$ cat config.mk
export PLATFORM = sky130hd
export DESIGN_NAME = cover_toggle_collector
export DESIGN_NICKNAME = d
export VERILOG_FILES = /design/src/rtl/cover_pkg.sv /design/src/rtl/cover_prio_enc.sv /design/src/rtl/cover_toggle_collector.sv
export SDC_FILE = /design/constraint.sdc
export NUM_CORES = 1
export LEC_CHECK = 0
export ABC_CLOCK_PERIOD_IN_PS = 6800
export CAP_MARGIN = 30
export CORE_MARGIN = 5
export CORE_UTILIZATION = 49
export CTS_CLUSTER_SIZE = 10
export DETAILED_ROUTE_END_ITERATION = 8
export GPL_ROUTABILITY_DRIVEN = 0
export HOLD_SLACK_MARGIN = 0.1
export PLACE_DENSITY = 0.76
export SYNTH_ARGS = -nofsm -noshare
export SYNTH_HDL_FRONTEND = slang
export SYNTH_SLANG_ARGS = --single-unit
$ cat constraint.sdc
create_clock -name clock -period 6.8 [get_ports clock]
set_clock_uncertainty 0.2 [all_clocks]
set_input_delay 1.36 -clock clock [delete_from_list [all_inputs] [get_ports clock]]
set_output_delay 1.36 -clock clock [all_outputs]
set_load 0.01 [all_outputs]
$ cat src/rtl/cover_pkg.sv
// rtl/cover_pkg.sv - shared types and helpers for the toggle cover reporters and collector
package cover_pkg;

  localparam int COVER_INDEX_W = 64;

  typedef logic [COVER_INDEX_W-1:0] cover_index_t;

  // Bits needed to hold the values 0..width inclusive.
  function automatic int clog2_w(input int width);
    int w;
    w = 0;
    for (int b = 0; b < 31; b++) begin
      if ((1 << b) < (width + 1)) w = b + 1;
    end
    return w;
  endfunction

endpackage

$ cat src/rtl/cover_prio_enc.sv
// rtl/cover_prio_enc.sv - lowest-set-bit finder used to pick the next cover point to report
module cover_prio_enc #(
  parameter int WIDTH = 44,
  parameter int IDX_W = (WIDTH > 1) ? $clog2(WIDTH) : 1
) (
  input  logic [WIDTH-1:0] pending,
  output logic [IDX_W-1:0] idx,
  output logic             found
);

  // Scan from the top so the last assignment wins with the lowest set bit.
  always_comb begin
    idx   = '0;
    found = 1'b0;
    for (int i = WIDTH - 1; i >= 0; i--) begin
      if (pending[i]) begin
        idx   = IDX_W'(i);
        found = 1'b1;
      end
    end
  end

endmodule

$ cat src/rtl/cover_toggle_collector.sv
// rtl/cover_toggle_collector.sv - sticky toggle-coverage bitmap that streams each first hit once as a global index
module cover_toggle_collector
  import cover_pkg::*;
#(
  parameter int           WIDTH       = 44,
  parameter cover_index_t COVER_INDEX = '0,
  parameter int           COVER_TOTAL = 0,
  localparam int          HC_W        = clog2_w(WIDTH)
) (
  input  logic               clock,
  input  logic               reset_n,
  input  logic [WIDTH-1:0]   valid,
  input  logic               clear,
  output logic               out_valid,
  input  logic               out_ready,
  output logic [63:0]        out_index,
  output logic [HC_W-1:0]    hit_count,
  output logic               all_hit
);

  localparam int IDX_W = (WIDTH > 1) ? $clog2(WIDTH) : 1;

  if (WIDTH < 1 || WIDTH > 1024) begin : g_bad_width
    $error("cover_toggle_collector: WIDTH out of range");
  end
  if (COVER_TOTAL != 0 && COVER_TOTAL < WIDTH) begin : g_bad_total
    $error("cover_toggle_collector: COVER_TOTAL smaller than WIDTH");
  end

  logic [WIDTH-1:0] covered_q, covered_d;
  logic [WIDTH-1:0] pending_q, pending_d;
  logic [WIDTH-1:0] pending_eff;
  logic [WIDTH-1:0] load_mask;
  logic             out_valid_q, out_valid_d;
  cover_index_t     out_index_q, out_index_d;
  logic [HC_W-1:0]  hit_count_q, hit_count_d;
  logic             all_hit_q, all_hit_d;
  logic [IDX_W-1:0] enc_idx;
  logic             enc_found;
  logic             stage_free;

  // A clearing cycle must not launch anything still pending from before the clear.
  assign pending_eff = clear ? '0 : pending_q;
  assign stage_free  = !out_valid_q || out_ready;
  assign load_mask   = (stage_free && enc_found) ? (WIDTH'(1) << enc_idx) : '0;

  cover_prio_enc #(
    .WIDTH (WIDTH),
    .IDX_W (IDX_W)
  ) u_prio_enc (
    .pending (pending_eff),
    .idx     (enc_idx),
    .found   (enc_found)
  );

  always_comb begin
    covered_d   = covered_q;
    pending_d   = pending_q;
    out_valid_d = out_valid_q;
    out_index_d = out_index_q;
    hit_count_d = '0;
    if (clear) begin
      covered_d = '0;
      pending_d = '0;
    end else begin
      covered_d = covered_q | valid;
      pending_d = (pending_q | (valid & ~covered_q)) & ~load_mask;
    end
    if (stage_free) begin
      out_valid_d = enc_found;
      if (enc_found) out_index_d = COVER_INDEX + cover_index_t'(enc_idx);
    end
    for (int i = 0; i < WIDTH; i++) begin
      hit_count_d = hit_count_d + HC_W'(covered_d[i]);
    end
    all_hit_d = &covered_d;
  end

  always_ff @(posedge clock or negedge reset_n) begin
    if (!reset_n) begin
      covered_q   <= '0;
      pending_q   <= '0;
      out_valid_q <= 1'b0;
      out_index_q <= '0;
      hit_count_q <= '0;
      all_hit_q   <= 1'b0;
    end else begin
      covered_q   <= covered_d;
      pending_q   <= pending_d;
      out_valid_q <= out_valid_d;
      out_index_q <= out_index_d;
      hit_count_q <= hit_count_d;
      all_hit_q   <= all_hit_d;
    end
  end

  assign out_valid = out_valid_q;
  assign out_index = out_index_q;
  assign hit_count = hit_count_q;
  assign all_hit   = all_hit_q;

endmodule
* Yosys cells after proc, flatten, opt, wreduce, memory -nomap -nowiden
Cells that the tools add are included.
** Word-level totals
- Bits in registers :: 102
- Input bits :: 48
- Output and inout bits :: 72
- Logic and storage cells :: 153
** Cells by class
- Add/sub/neg operators :: 43
- Shift-type cells :: 1
- Muxes and demuxes :: 92
- Bitwise operators :: 6
- Reductions and logical operators :: 5
** Operators by type and width (number)
- two-way mux 6 bit :: 44
- adder 6 x 1 -> 6 bit :: 38
- two-way mux 44 bit :: 4
- bitwise AND 44 bit :: 2
- NOT 44 bit :: 2
- bitwise OR 44 bit :: 2
- two-way mux 1 bit :: 44
- AND reduction 44 bit :: 1
- left shift 1 x 6 -> 44 bit, first input constant :: 1
- adder 5 x 1 -> 6 bit :: 1
- adder 4 x 1 -> 5 bit :: 1
- adder 3 x 1 -> 4 bit :: 1
- adder 2 x 1 -> 3 bit :: 1
- adder 1 x 1 -> 2 bit :: 1
- AND reduction 2 bit :: 1
- logical AND 1 bit :: 1
- logical NOT 1 bit :: 1
- logical OR 1 bit :: 1

* Longest topological paths before layout
- Depth after elaboration :: 50
- Depth in mapped cells :: 23
- Depth with buffers taken out :: 21

* By module
Synthesis repeated with hierarchy kept, for this count alone.
** Unflattened totals
- Cell total of the unflattened synthesis :: 714
- Area, all modules :: 6570.1 um^2
** Modules (own cells, without submodules)
- cover_toggle_collector :: instances 1, cells each 619, area an instance 6027.0 um^2, sequential area each 2552.4 um^2
- cover_prio_enc :: instances 1, cells each 95, area an instance 543.0 um^2, sequential area each 0.0 um^2

* Worst setup path after synthesis
Ideal clock, no wire load.
- Path type :: input-to-reg
- Start :: input clear
- End :: register hit_count_q[4] (netlist: hit_count[4])
- Arrival time :: 6902 ps
- Data required time :: 6477 ps
- Slack :: -425 ps
- Cell stages on the path :: 23
- Path buffers :: 4
- Path through :: buf_6 clkbuf_1 clkbuf_1 buf_1 nor2_1 fa_1 inv_1 fa_1 inv_1 fa_1 inv_1 fa_1 fa_1 fa_1 fa_1 inv_1 ha_1 inv_1 fa_1 inv_1 a21o_1 a21oi_1 xnor2_1
** RTL lines
- start, declared :: line cover_toggle_collector.sv:13 : input logic clear,
- two-way mux 44 bit :: line cover_toggle_collector.sv:62 : if (clear) begin
- named net covered_d[17] :: line cover_toggle_collector.sv:30 : logic [WIDTH-1:0] covered_q, covered_d;
- adder 6 x 1 -> 6 bit (27 in series) :: line cover_toggle_collector.sv:74 : hit_count_d = hit_count_d + HC_W'(covered_d[i]);
- named net hit_count_d[4] :: line cover_toggle_collector.sv:36 : logic [HC_W-1:0] hit_count_q, hit_count_d;
- end signal, assigned :: line cover_toggle_collector.sv:92 : hit_count_q <= hit_count_d;
- end, declared :: line cover_toggle_collector.sv:36
The timed path passes the listed nets, and every way through them passes these cells.
A chain may end at the register's enable or synchronous reset.

* Worst setup path in the final report
- Start :: input valid[29]
- End :: register hit_count_q[4] (netlist: hit_count[4])
** Between the ends
- Longest elaborated chain between the ends :: 17
** Ends and longest elaborated chain
- start, declared :: line cover_toggle_collector.sv:12 : input logic [WIDTH-1:0] valid,
- bitwise OR 44 bit :: line cover_toggle_collector.sv:66 : covered_d = covered_q | valid;
- two-way mux 44 bit :: line cover_toggle_collector.sv:62
- named net covered_d[29] :: line cover_toggle_collector.sv:30
- adder 6 x 1 -> 6 bit (15 in series) :: line cover_toggle_collector.sv:74
- named net hit_count_d[4] :: line cover_toggle_collector.sv:36
The timed path passes the listed nets, and every way through them passes these cells.

==> results by group <==
Floorplanning
  – Die Ht: 123 µm
  – Die X-Extent: 123 µm
  – Rows: 41
  – Core footprint: 0.0126 mm²
  – I/O pin count: 120
  – Initial core utilization: 49.9%
  – Die area: 0.0152 mm²

Setup path
  – CP Data Required Time: 6.84 ns
  – Crit. path cell count: 21
  – CP endpoint: hit_count[4]
  – Delay of the slowest cell on the worst path: 0.54 ns
  – Startpoint types: input port
  – Setup CP Type: input port to register
  – Critical path arrival: 6.64 ns
  – Critical path buffer and inverter count: 7
  – R2R Setup Slk: 1.22 ns
  – Crit. End Element: register
  – R2R depth: 20
  – Crit path max-delay family: adder cells
  – Worst path slowest cell: fa_1
  – Worst-path cell chain: clkdlybuf4s50_1 > nor2_1 > nor2_2 > fa_1 > inv_1 > fa_2 > fa_1 > inv_1 > fa_1 > inv_1 > fa_1 > fa_1 > fa_1 > inv_1 > ha_2 > inv_1 > fa_2 > inv_1 > a21o_1 > a21oi_2 > xnor2_1
  – Crit path from: valid[29]
  – FF-to-FF Start: covered_q[17]
  – R2r endpoint: hit_count[4]
  – CP max FO: 2

Logic synthesis
  – Synth Flop Type: dfrtp_1
  – Ys async rst share: 100%
  – Area share of the largest cell type after synthesis: 40.6%
  – Sequential-to-total area share from yosys stat: 40.6%
  – Synth top cells by count: 102 x dfrtp_1, 99 x inv_1, 85 x nor2_1
  – Mapped Area: 0.00629 mm²
  – Synth top area cells: dfrtp_1 41%, fa_1 11%, buf_4 7.2%, inv_1 5.9%, nor2_1 5.1%
  – Netlist cell types: 54
  – #FFs+latches synth: 102
  – Yosys top cell by area: dfrtp_1
  – Cells after synthesis: 668
  – Post-Syn Area per Cell: 9.42 µm²
  – Post-synth EDFFs: 0
  – Yosys warns: 0
  – Count leader, synth: dfrtp_1

CTS
  – Clk sinks: 102
  – Deepest clock path buffer count: 2
  – Clock Pin Slew Worst Setup and Hold Paths: 0.07 ns
  – CTS tree: built
  – Clock Root Buffer: clkbuf_16
  – Clock Latency Late Sink: 0.35 ns
  – H-tree depth: 3
  – Hold buffers post-CTS: 0
  – Num CTS Buffers: 9

STA
  – Hold Fails Final Rpt: 0
  – Fin. max-slew vios: 0
  – Fmax: 0.151 GHz
  – Final period util: 97.1%
  – Slew headroom: 29.8%
  – Crit path time final: 6.60 ns
  – Worst-Margin Slew: 1.05 ns
  – Setup-failing EPs final: 0

Place
  – Placed Area: 0.00715 mm²
  – Final HPWL DP: 13300 µm
  – Port bufs: 61

Run
  – Max_cap viols: 0

Detailed routing
  – Mean routed wirelength per cell: 18.4 µm
  – Vias: 5193
  – Antenna viol nets, final: 0
  – First DRT Iteration DRCs: 636
  – Initial DRT Pass Iterations: 5
  – Drt drc: 0
  – DR vias/cell: 5.51
  – Wirelength, routed: 17300 µm

Pwr
  – Lkg Pwr: 3.56 nW
  – P per Cell Area: 388 mW/mm²
  – Worst IR Drop VDD: 0.601 mV

Layout
  – Syn-to-layout area delta: 19.2%
  – Nets: 860
  – Design area: 0.00750 mm²
  – Ratio of cells with drive above 1 in the final layout: 11.8%
  – Antenna cells: 0
  – Final Util: 59.4%

Global route
  – Tot GR Track Use: 23.9%
  – First-pass GRT wire length: 27500 µm
  – Gr ovfl total: 0
  – Largest net degree at the start of global routing: 70
  – Antenna violations before repair: 0
  – Vias in the first global route: 5161

Status
  – Status: finished, final reports clean

Min path
  – Worst hold path class: register to register
[cells by family after synthesis]
family                   after synthesis  share of synthesized area, %
other                                  1                        0.0596
AO/OA/AOI/OAI                        164                          17.0
flip-flops                           102                          40.6
XOR/XNOR                               3                         0.418
AND/OR/NAND/NOR                      174                          14.0
buffers and inverters                178                          14.6
adder cells (fa/ha/maj)               46                          13.3
[stage by stage]
| stage | instances | hold WS [ns] | worst slack (ns) | setup TNS (ns) | power [W] |
|---|---|---|---|---|---|
| after floorplan | 725 | 0.311 | 0.00986 | 0 | 0.00187 |
| after global placement | 925 | 0.274 | -0.170 | -0.300 | 0.00225 |
| after detailed placement | 925 | 0.283 | -0.229 | -0.595 | 0.00232 |
| after CTS | 940 | 0.298 | 0.131 | 0 | 0.00285 |
| after global routing | 942 | 0.317 | -0.0278 | -0.0278 | 0.00321 |
| final | 942 | 0.292 | 0.197 | 0 | 0.00291 |
[timing repair]
action,4_1_cts,5_1_grt
buffers inserted,0,2
endpoints found under the setup margin,0,3
endpoints found under the hold margin,0,0
resized for setup,0,22
[tightest hold or removal path, stage by stage, from the launching register on]
cell and delay (ns):
dfrtp_1 0.34, nand2_1 0.04, o21ai_0 0.07
[report_power, final]
part	internal, W	switching, W	total, W
Clock	0.000294	0.000227	0.000521
Sequential	0.000698	0.0000500	0.000748
Combinational	0.000798	0.000844	0.00164
Total	0.00179	0.00112	0.00291
[layout make-up]
| class | count | area, µm² |
|---|---|---|
| Multi-Input combinational cell | 445 | 3070 |
| Clock inverter | 3 | 45.0 |
| Clock buffer | 12 | 246 |
| Tap cell | 172 | 215 |
| Sequential cell | 102 | 2550 |
| Timing Repair Buffer | 109 | 998 |
| Fill cell | 1074 | 5120 |
| Inverter | 99 | 372 |
[cells in the final DEF (no fill, tap or decap), types with 4 or more instances in the layout]
cell and instances:
a21oi_1 45, dfrtp_1 102, and2b_1 4, a31oi_1 13, nor3_1 8, o31ai_1 4, inv_1 98, clkbuf_16 9
clkdlybuf4s50_1 55, ha_1 10, nor2_1 78, nor4_1 19, nor2_2 10, a311oi_1 31, dlymetal6s2s_1 4, buf_4 47
a21o_1 4, nor2b_1 17, nand2b_1 5, conb_1 58, fa_1 33, o21ai_0 41, nand2_1 12
[sequential cells by signal, summed over array words and instances, names as in the netlist]
name,cells
out_valid,1
hit_count,6
out_index,6
pending_q,44
all_hit,1
covered_q,44
[metal layers]
layer	up-vias	routed length, µm	track usage (%)
met5	-	0	0
met4	0	348	7.47
met3	25	1500	4.03
met2	300	8670	39.5
met1	2521	6780	32.2
li1	2347	-	-
[how the worst min path moves through the flow]
stage / start / endpoint / slack (ns) / cells after the start
after CTS: out_index[0] / out_index[0] / 0.30 / 2
final: out_index[0] / out_index[0] / 0.29 / 2
after global routing: out_index[4] / out_index[4] / 0.32 / 2
after global placement: out_index[1] / out_index[1] / 0.27 / 2
after floorplan: out_index[4] / out_index[4] / 0.31 / 2
after detailed placement: out_index[0] / out_index[0] / 0.28 / 2
No activity file was read; power rests on OpenSTA's default activity.
